[src/rtl/riscv_v_rf_wr_arbiter.sv]
// riscv_v_rf_wr_arbiter
//   Arbitrates NUM_REQ execution units onto the single vector register-file
//   write port. Grants round-robin when idle and locks onto one requester
//   for the length of a multi-beat (LMUL) burst. Bursts longer than
//   MAX_BEATS are cut off and flagged on err_burst.
//
// Ports
//   clk, rst        clock, synchronous active-high reset
//   flush           pipeline flush: drops the write and any burst lock
//   wr_stall        register-file write port busy: everything holds
//   req_valid/last  per-requester beat valid / last beat of burst
//   req_addr/data   packed per-requester address / data, requester i at slice i
//   req_ready       per-requester accept (combinational, one-hot or zero)
//   wr_en/addr/data/src  registered register-file write, one cycle after accept
//   err_burst       one-cycle pulse after a forced burst release
module riscv_v_rf_wr_arbiter #(
  parameter int unsigned NUM_REQ    = 3,
  parameter int unsigned ADDR_WIDTH = 5,
  parameter int unsigned DATA_WIDTH = 128,
  parameter int unsigned MAX_BEATS  = 8
) (
  input  logic                          clk,
  input  logic                          rst,
  input  logic                          flush,
  input  logic                          wr_stall,
  input  logic [NUM_REQ-1:0]            req_valid,
  input  logic [NUM_REQ-1:0]            req_last,
  input  logic [NUM_REQ*ADDR_WIDTH-1:0] req_addr,
  input  logic [NUM_REQ*DATA_WIDTH-1:0] req_data,
  output logic [NUM_REQ-1:0]            req_ready,
  output logic                          wr_en,
  output logic [ADDR_WIDTH-1:0]         wr_addr,
  output logic [DATA_WIDTH-1:0]         wr_data,
  output logic [$clog2(NUM_REQ)-1:0]    wr_src,
  output logic                          err_burst
);

  localparam int unsigned SRC_W  = $clog2(NUM_REQ);
  localparam int unsigned BEAT_W = (MAX_BEATS > 1) ? $clog2(MAX_BEATS) : 1;

  typedef enum logic {
    IDLE   = 1'b0,
    LOCKED = 1'b1
  } state_t;

  state_t            state;
  logic [SRC_W-1:0]  owner;
  logic [SRC_W-1:0]  rr_ptr;
  logic [BEAT_W-1:0] beat_cnt;

  logic              grant_vld;
  logic [SRC_W-1:0]  grant_idx;
  logic [SRC_W-1:0]  cand;
  logic              grant_last;
  logic              burst_full;

  // Successor index modulo NUM_REQ.
  function automatic logic [SRC_W-1:0] next_idx(input logic [SRC_W-1:0] i);
    return (32'(i) == NUM_REQ - 1) ? '0 : SRC_W'(32'(i) + 1);
  endfunction

  // Grant selection: owner only while locked, else first valid from rr_ptr.
  always_comb begin
    grant_vld = 1'b0;
    grant_idx = '0;
    cand      = '0;
    if (state == LOCKED) begin
      grant_vld = req_valid[owner];
      grant_idx = owner;
    end else begin
      for (int unsigned k = 0; k < NUM_REQ; k++) begin
        cand = SRC_W'((32'(rr_ptr) + k) % NUM_REQ);
        if (!grant_vld && req_valid[cand]) begin
          grant_vld = 1'b1;
          grant_idx = cand;
        end
      end
    end
    // Nothing is accepted while the write path cannot advance.
    if (rst || flush || wr_stall) begin
      grant_vld = 1'b0;
    end
  end

  always_comb begin
    req_ready = '0;
    if (grant_vld) begin
      req_ready[grant_idx] = 1'b1;
    end
  end

  assign grant_last = req_last[grant_idx];
  assign burst_full = (beat_cnt == BEAT_W'(MAX_BEATS - 1));

  // State, burst tracking and registered write port.
  always_ff @(posedge clk) begin
    if (rst) begin
      state     <= IDLE;
      owner     <= '0;
      rr_ptr    <= '0;
      beat_cnt  <= '0;
      wr_en     <= 1'b0;
      wr_addr   <= '0;
      wr_data   <= '0;
      wr_src    <= '0;
      err_burst <= 1'b0;
    end else if (flush) begin
      state     <= IDLE;
      beat_cnt  <= '0;
      wr_en     <= 1'b0;
      err_burst <= 1'b0;
    end else if (wr_stall) begin
      err_burst <= 1'b0;
    end else begin
      err_burst <= 1'b0;
      if (grant_vld) begin
        wr_en   <= 1'b1;
        wr_addr <= req_addr[32'(grant_idx) * ADDR_WIDTH +: ADDR_WIDTH];
        wr_data <= req_data[32'(grant_idx) * DATA_WIDTH +: DATA_WIDTH];
        wr_src  <= grant_idx;
        if (state == IDLE) begin
          if (grant_last) begin
            rr_ptr <= next_idx(grant_idx);
          end else begin
            state    <= LOCKED;
            owner    <= grant_idx;
            beat_cnt <= BEAT_W'(1);
          end
        end else begin
          if (grant_last || burst_full) begin
            // Normal end of burst, or burst cut off at MAX_BEATS.
            state     <= IDLE;
            rr_ptr    <= next_idx(owner);
            beat_cnt  <= '0;
            err_burst <= !grant_last;
          end else begin
            beat_cnt <= beat_cnt + BEAT_W'(1);
          end
        end
      end else begin
        wr_en <= 1'b0;
      end
    end
  end

endmodule

[config.mk]
export PLATFORM = sky130hd
export DESIGN_NAME = riscv_v_rf_wr_arbiter
export DESIGN_NICKNAME = d
export VERILOG_FILES = /design/src/rtl/riscv_v_rf_wr_arbiter.sv
export SDC_FILE = /design/constraint.sdc
export NUM_CORES = 1
export LEC_CHECK = 0
export BUFFER_PORTS_ARGS = -buffer_cell sky130_fd_sc_hd__buf_2
export CAP_MARGIN = 20
export CORE_AREA = 8 8 207 209
export CTS_CLUSTER_SIZE = 8
export DETAILED_ROUTE_END_ITERATION = 10
export DIE_AREA = 0 0 215 217
export PLACE_DENSITY = 0.44
export SYNTH_ARGS = -nofsm -noshare
export SYNTH_HDL_FRONTEND = slang
export SYNTH_SLANG_ARGS = --single-unit
[constraint.sdc]
create_clock -name clk -period 6.78 [get_ports clk]
set_input_delay 2.034 -clock clk [delete_from_list [all_inputs] [get_ports clk]]
set_output_delay 2.034 -clock clk [all_outputs]
set_load 0.01 [all_outputs]
# Yosys cells after proc, flatten, opt, wreduce, memory -nomap -nowiden

Index checks and enable logic that the tools add are counted.
Widths: inputs -> output; s select.

Register bits after elaboration: 145
Bits in latches: 0
Bits in writable memories: 0
ROM bits: 0
Bits of input ports: 409
Output and inout bits: 140
Logic and storage cells: 90
Memories kept: 0

Add/sub/neg operators: 5
$mul: 1
Div/mod/pow operators: 3
Order comparisons: 6
Eq/ne operators: 5
Shift operators: 2
Multiplexer cells: 36
Bitwise gates (word level): 6
Reduce and logical (&&, ||, !) cells: 17

Operator list:

| kind                  | number |
|---|---|
| $shiftx 384x10->128   | 1 |
| $mod 32x2->32 const B | 2 |
| $mod 2x2->32 const B  | 1 |
| $mux 2                | 9 |
| $mux 1                | 17 |
| $lt 2x3->1 const B    | 5 |
| $shiftx 15x6->5       | 1 |
| $mux 3                | 4 |
| $bmux 1 s2            | 5 |
| $reduce_and 5->1      | 2 |
| $not 1->1             | 6 |
| $reduce_and 3->1      | 2 |
| $reduce_or 6->1       | 1 |
| $mul 2x3->5 const B   | 1 |
| $add 2x1->2 const B   | 2 |
| $eq 2x2->1 const B    | 2 |
| $add 2x1->3 const B   | 1 |
| $add 2x2->3 const B   | 1 |
| $add 3x1->3 const B   | 1 |
| $eq 3x3->1 const B    | 1 |
| $logic_and 1x1->1     | 3 |
| $logic_not 1->1       | 3 |
| $logic_or 1x1->1      | 3 |
| $demux 1 s2           | 1 |
| other kinds (6)       | 6 |

# Depth between registers and ports, before layout

Depth in word-level cells: 18
Gate-level depth with buffers: 12
Mapped depth without buffers: 9

# Least setup slack after synthesis

OpenSTA, ideal clock, no wires.

Kind: input to output
Start: input req_valid[1]
End: output req_ready[2]
Arrival time: 3478 ps
Data required time: 4746 ps
Slack: 1268 ps
Stages on the path: 7
Path buffers: 2
Cell sequence: mux2i_1 o221ai_1 a22oi_1 buf_2 buf_1 inv_1 nor2_1

Word-level cells in the longest chain between the ends: 17
Elaborated cells between the ends (all ways): 29
Those cells by class: 2 x order compare; 22 x mux; 5 x reduce/logical

RTL lines:

| what                                                           | line | RTL |
|---|---|---|
| start: declaration                                             | 26   | `input logic [NUM_REQ-1:0] req_valid,` |
| $bmux 1 s2                                                     | 73   | `if (!grant_vld && req_valid[cand]) begin` |
| $mux 1 (implied by the code)                                   | 73   |  |
| $mux 1                                                         | 73   |  |
| $mux 1                                                         | 67   | `if (state == LOCKED) begin` |
| $logic_not 1->1                                                | 73   |  |
| $logic_and 1x1->1                                              | 73   |  |
| $mux 1                                                         | 73   |  |
| $mux 1                                                         | 67   |  |
| $logic_not 1->1                                                | 73   |  |
| $logic_and 1x1->1                                              | 73   |  |
| $mux 2                                                         | 73   |  |
| $mux 2                                                         | 67   |  |
| $lt 2x3->1 (implied by the code) or $ge 2x1->1 (tied branches) | 88   | `req_ready[grant_idx] = 1'b1;` |
| $logic_and 1x1->1 (implied by the code)                        | 88   |  |
| $mux 1 (implied by the code)                                   | 88   |  |
| $demux 1 s2                                                    | 88   |  |
| $mux 3 (*)                                                     | 87   | `if (grant_vld) begin` |
| end: declaration                                               | 30   | `output logic [NUM_REQ-1:0] req_ready,` |

Mark *: on every way between the ends. The rest lies on a longest branch, timed or not. The select of a mux whose other input is x is not followed.

# Worst setup path after layout

Start: input req_valid[2]
End: output req_ready[1]

Same word-level chain as after synthesis.

==> results.json <==
{
  "status": "completed",
  "final_design_area_no_fill_um2": 11640,
  "max_cap_viol_count": 0,
  "power_density_nw_per_um2": 215.1,
  "rsz0062_at_grt": "false",
  "dpl_cell_area_um2": 11100,
  "ys_seq_area_frac": 0.3579,
  "cp_slowest_cell": "or4b_4",
  "synth_nets": 1413,
  "synth_cell_types": 49,
  "gp_congestion": 0.8135,
  "die_h_um": 217,
  "slew_headroom": 0.3445,
  "timing.rr.end": "wr_data[105]",
  "vias": 8899,
  "use_met1": 0.1642,
  "synth_warnings": 0,
  "tns_ps": 0,
  "fin_crit_sh": 0.8200,
  "final_antenna_net_count": 0,
  "syn2layout_area_growth_pct": 43.55,
  "fp-row-count": 73,
  "leakagePower_nw": 5.748,
  "synth_top_flop_cell": "dfxtp_1",
  "synth_top_area_frac": 0.3579,
  "seq_power_share": 0.369,
  "insertion_delay_ps": 430,
  "overflow": 0,
  "netSwitchingPower_mw": 0.7784,
  "root_buffer": "clkbuf_16",
  "cts.clk_slew.worst_paths_ps": 60,
  "clock_skew_ps": 8.382,
  "whs_path_depth": 2,
  "grt_max_degree": 99,
  "cts_tree": "done",
  "start_kind": "primary input",
  "grt_pass1_wl_um": 54750,
  "route.detailed.drc": 0,
  "rrSetupSlack_ps": 2970,
  "cts.hold.buffers_added": 0,
  "clock_path_buffers": 2,
  "coreArea_um2": 39460,
  "cp.required_ps": 4750,
  "ios": 549,
  "cts_resized": 0,
  "crit_start": "req_valid[2]",
  "crit_buf_inv": 2,
  "whs_ps": 483.5,
  "critPathMostFrequentCell": "buf_2",
  "synth_largest_area_cell": "dfxtp_1",
  "pwr-share-comb": 0.274,
  "switching_share": 0.3109,
  "crit_fanout": 8,
  "drt-total-wl_um": 36710,
  "dp_hpwl_um": 29410,
  "cts_buffers": 17,
  "yosys_register_bits": 145,
  "drtPass1Iterations": 4,
  "instances_no_fill": 2017,
  "synth_area_um2": 8110,
  "worstPathArrival_ps": 3530,
  "chipWidth_um": 215,
  "hold_start": "wr_en",
  "grt_pass1_vias": 9032,
  "initial_utilization": 0.2055,
  "cts-htree-levels": 4,
  "dp_cells": 1988,
  "path_cells": "buf_2 -> nand3b_1 -> o21ai_2 -> a211oi_2 -> or4b_4 -> nor3_1 -> buf_2",
  "vias_per_cell": 4.412,
  "p_int_mw": 1.726,
  "busiest_layer": "met2",
  "diodes": 0,
  "cts_sinks": 145,
  "numPortBuffers": 548,
  "hold_class": "flip-flop to flip-flop",
  "synth_area_leaders": "dfxtp_1 36%, mux2i_1 17%, nor2_1 13%",
  "antenna_found_initial": 8,
  "syn_inst": 998,
  "whs_endpoint": "wr_en",
  "setup.worst_path.end_class": "primary output",
  "met3_usage": 0.06227,
  "tightestPinTransition_ps": 983.2,
  "timing.fmax_ghz": 0.1799,
  "finalHoldViolCount": 0,
  "final_layout_size_suffix_gt1_frac": 0.3995,
  "slowest_delay_ps": 560,
  "fillerInstances": 4326,
  "syn_avg_cell_area_um2": 8.127,
  "worstReg2RegStart": "rr_ptr[1]",
  "peakVddDrop_v": 0.0001529,
  "grt.total_usage": 0.1496,
  "reg2reg_depth": 11,
  "synthArstFlopShare": 0,
  "postCtsSetupRepairBufs": 0,
  "worst_path_dominant_cell_family": "simple AND/OR/NAND/NOR gates",
  "final_nets": 1897,
  "maxSlewViolCount": 0,
  "drt-initial-drc-count": 399,
  "setup_violations": 0,
  "period_minus_slack_ps": 5559,
  "grtUsageMet2": 0.2676,
  "critical_path_class": "primary input to primary output",
  "die_area_um2": 46660,
  "synth_edf_count": 0,
  "power_frac_clock": 0.357,
  "avgRoutedWirePerCell_um": 18.20
}
## worst reg2reg max path, cell delays in order (launching register included)
cell and delay, ps:
dfxtp_1 340, inv_1 90, ha_1 380, mux2i_1 380
o211ai_1 200, o31ai_4 300, buf_4 420, buf_4 790
mux2i_1 360, nor2_1 60, a21oi_1 220, a211oi_1 100
## power groups by stage
stage	Combinational [mW]	Sequential (mW)	Clock, mW
after global routing	0.769	0.930	0.972
after floorplan	0.414	0.964	0
final	0.686	0.924	0.894
after global placement	0.699	0.941	0
after detailed placement	0.699	0.943	0
after CTS	0.702	0.925	0.940
## cell families (layout without fill, tap and decap cells)
| family | count (synthesis) | after routing | share of synthesized area |
|---|---|---|---|
| compound gates | 300 | 300 | 0.2413 |
| mux | 137 | 137 | 0.1692 |
| buf+inv | 103 | 597 | 0.06865 |
| fa+ha+maj | 6 | 6 | 0.009256 |
| flops | 145 | 145 | 0.3579 |
| simple gates | 307 | 307 | 0.1537 |
## synthesized netlist by cell type (2+ instances only)
cell type,count
o41ai_1,2
nand2b_1,3
nand3_1,3
a21oi_1,137
nor3b_1,2
a211o_1,3
o211ai_1,4
nand2_1,7
buf_1,13
buf_2,13
dfxtp_1,145
buf_4,9
mux2i_1,136
buf_6,16
ha_1,6
o21ai_0,3
nor2_1,273
nor3_1,3
a211oi_1,134
clkbuf_1,43
nand3b_1,3
o31ai_1,2
inv_1,9
nor2b_1,4
## layer usage
layer	vias up	wire length (um)	part of all wire
met5	-	53	0.0014
met4	8	438	0.012
met3	34	3230	0.088
met2	380	18140	0.49
met1	3934	14850	0.40
li1	4543	-	-
## worst max path at each step
stage | end | slack [ps] | depth (start not counted)
3_3_place_gp | req_ready[1] | 1250 | 7
2_1_floorplan | req_ready[2] | 1270 | 7
5_1_grt | req_ready[1] | 1140 | 7
4_1_cts | req_ready[1] | 1220 | 7
3_5_place_dp | req_ready[1] | 1220 | 7
6_report | req_ready[1] | 1220 | 7
## layout by cell type, fill, tap and decap left out, types with 4 or more instances in the layout
cell	synthesis	layout
nor2_1	273	273
o211ai_1	4	4
clkbuf_1	43	5
mux2i_1	136	136
a211oi_1	134	134
nor2b_1	4	4
inv_1	9	9
buf_2	13	547
buf_4	9	11
ha_1	6	6
dfxtp_1	145	145
nand2_1	7	7
a21oi_1	137	137
clkbuf_16	0	17
## registers in the layout, summed over array words and instances, names as in the netlist
register	flops
wr_data	128
err_burst	1
wr_addr	5
beat_cnt	3
owner	2
state	1
wr_src	2
wr_en	1
rr_ptr	2
## cell type report
cell class	count	area, um^2	area share
multi-input cells	750	4669	0.4011
well taps	525	656.9	0.05642
clock buffers	25	485.5	0.04170
clock inverters	4	53.80	0.004621
inverters	9	33.78	0.002902
repair buffers	559	2840	0.2440
flip-flops and latches	145	2903	0.2493
## per-stage QoR
stage          setup slack (ps)  utilization  power (mW)
3_3_place_gp               1252       0.2814       1.640
4_1_cts                    1218       0.2951       2.567
2_1_floorplan              1268            -       1.378
5_1_grt                    1141       0.2951       2.671
3_5_place_dp               1222       0.2814       1.643
6_report                   1221       0.2951       2.504
(Power assumes the default switching activity.)
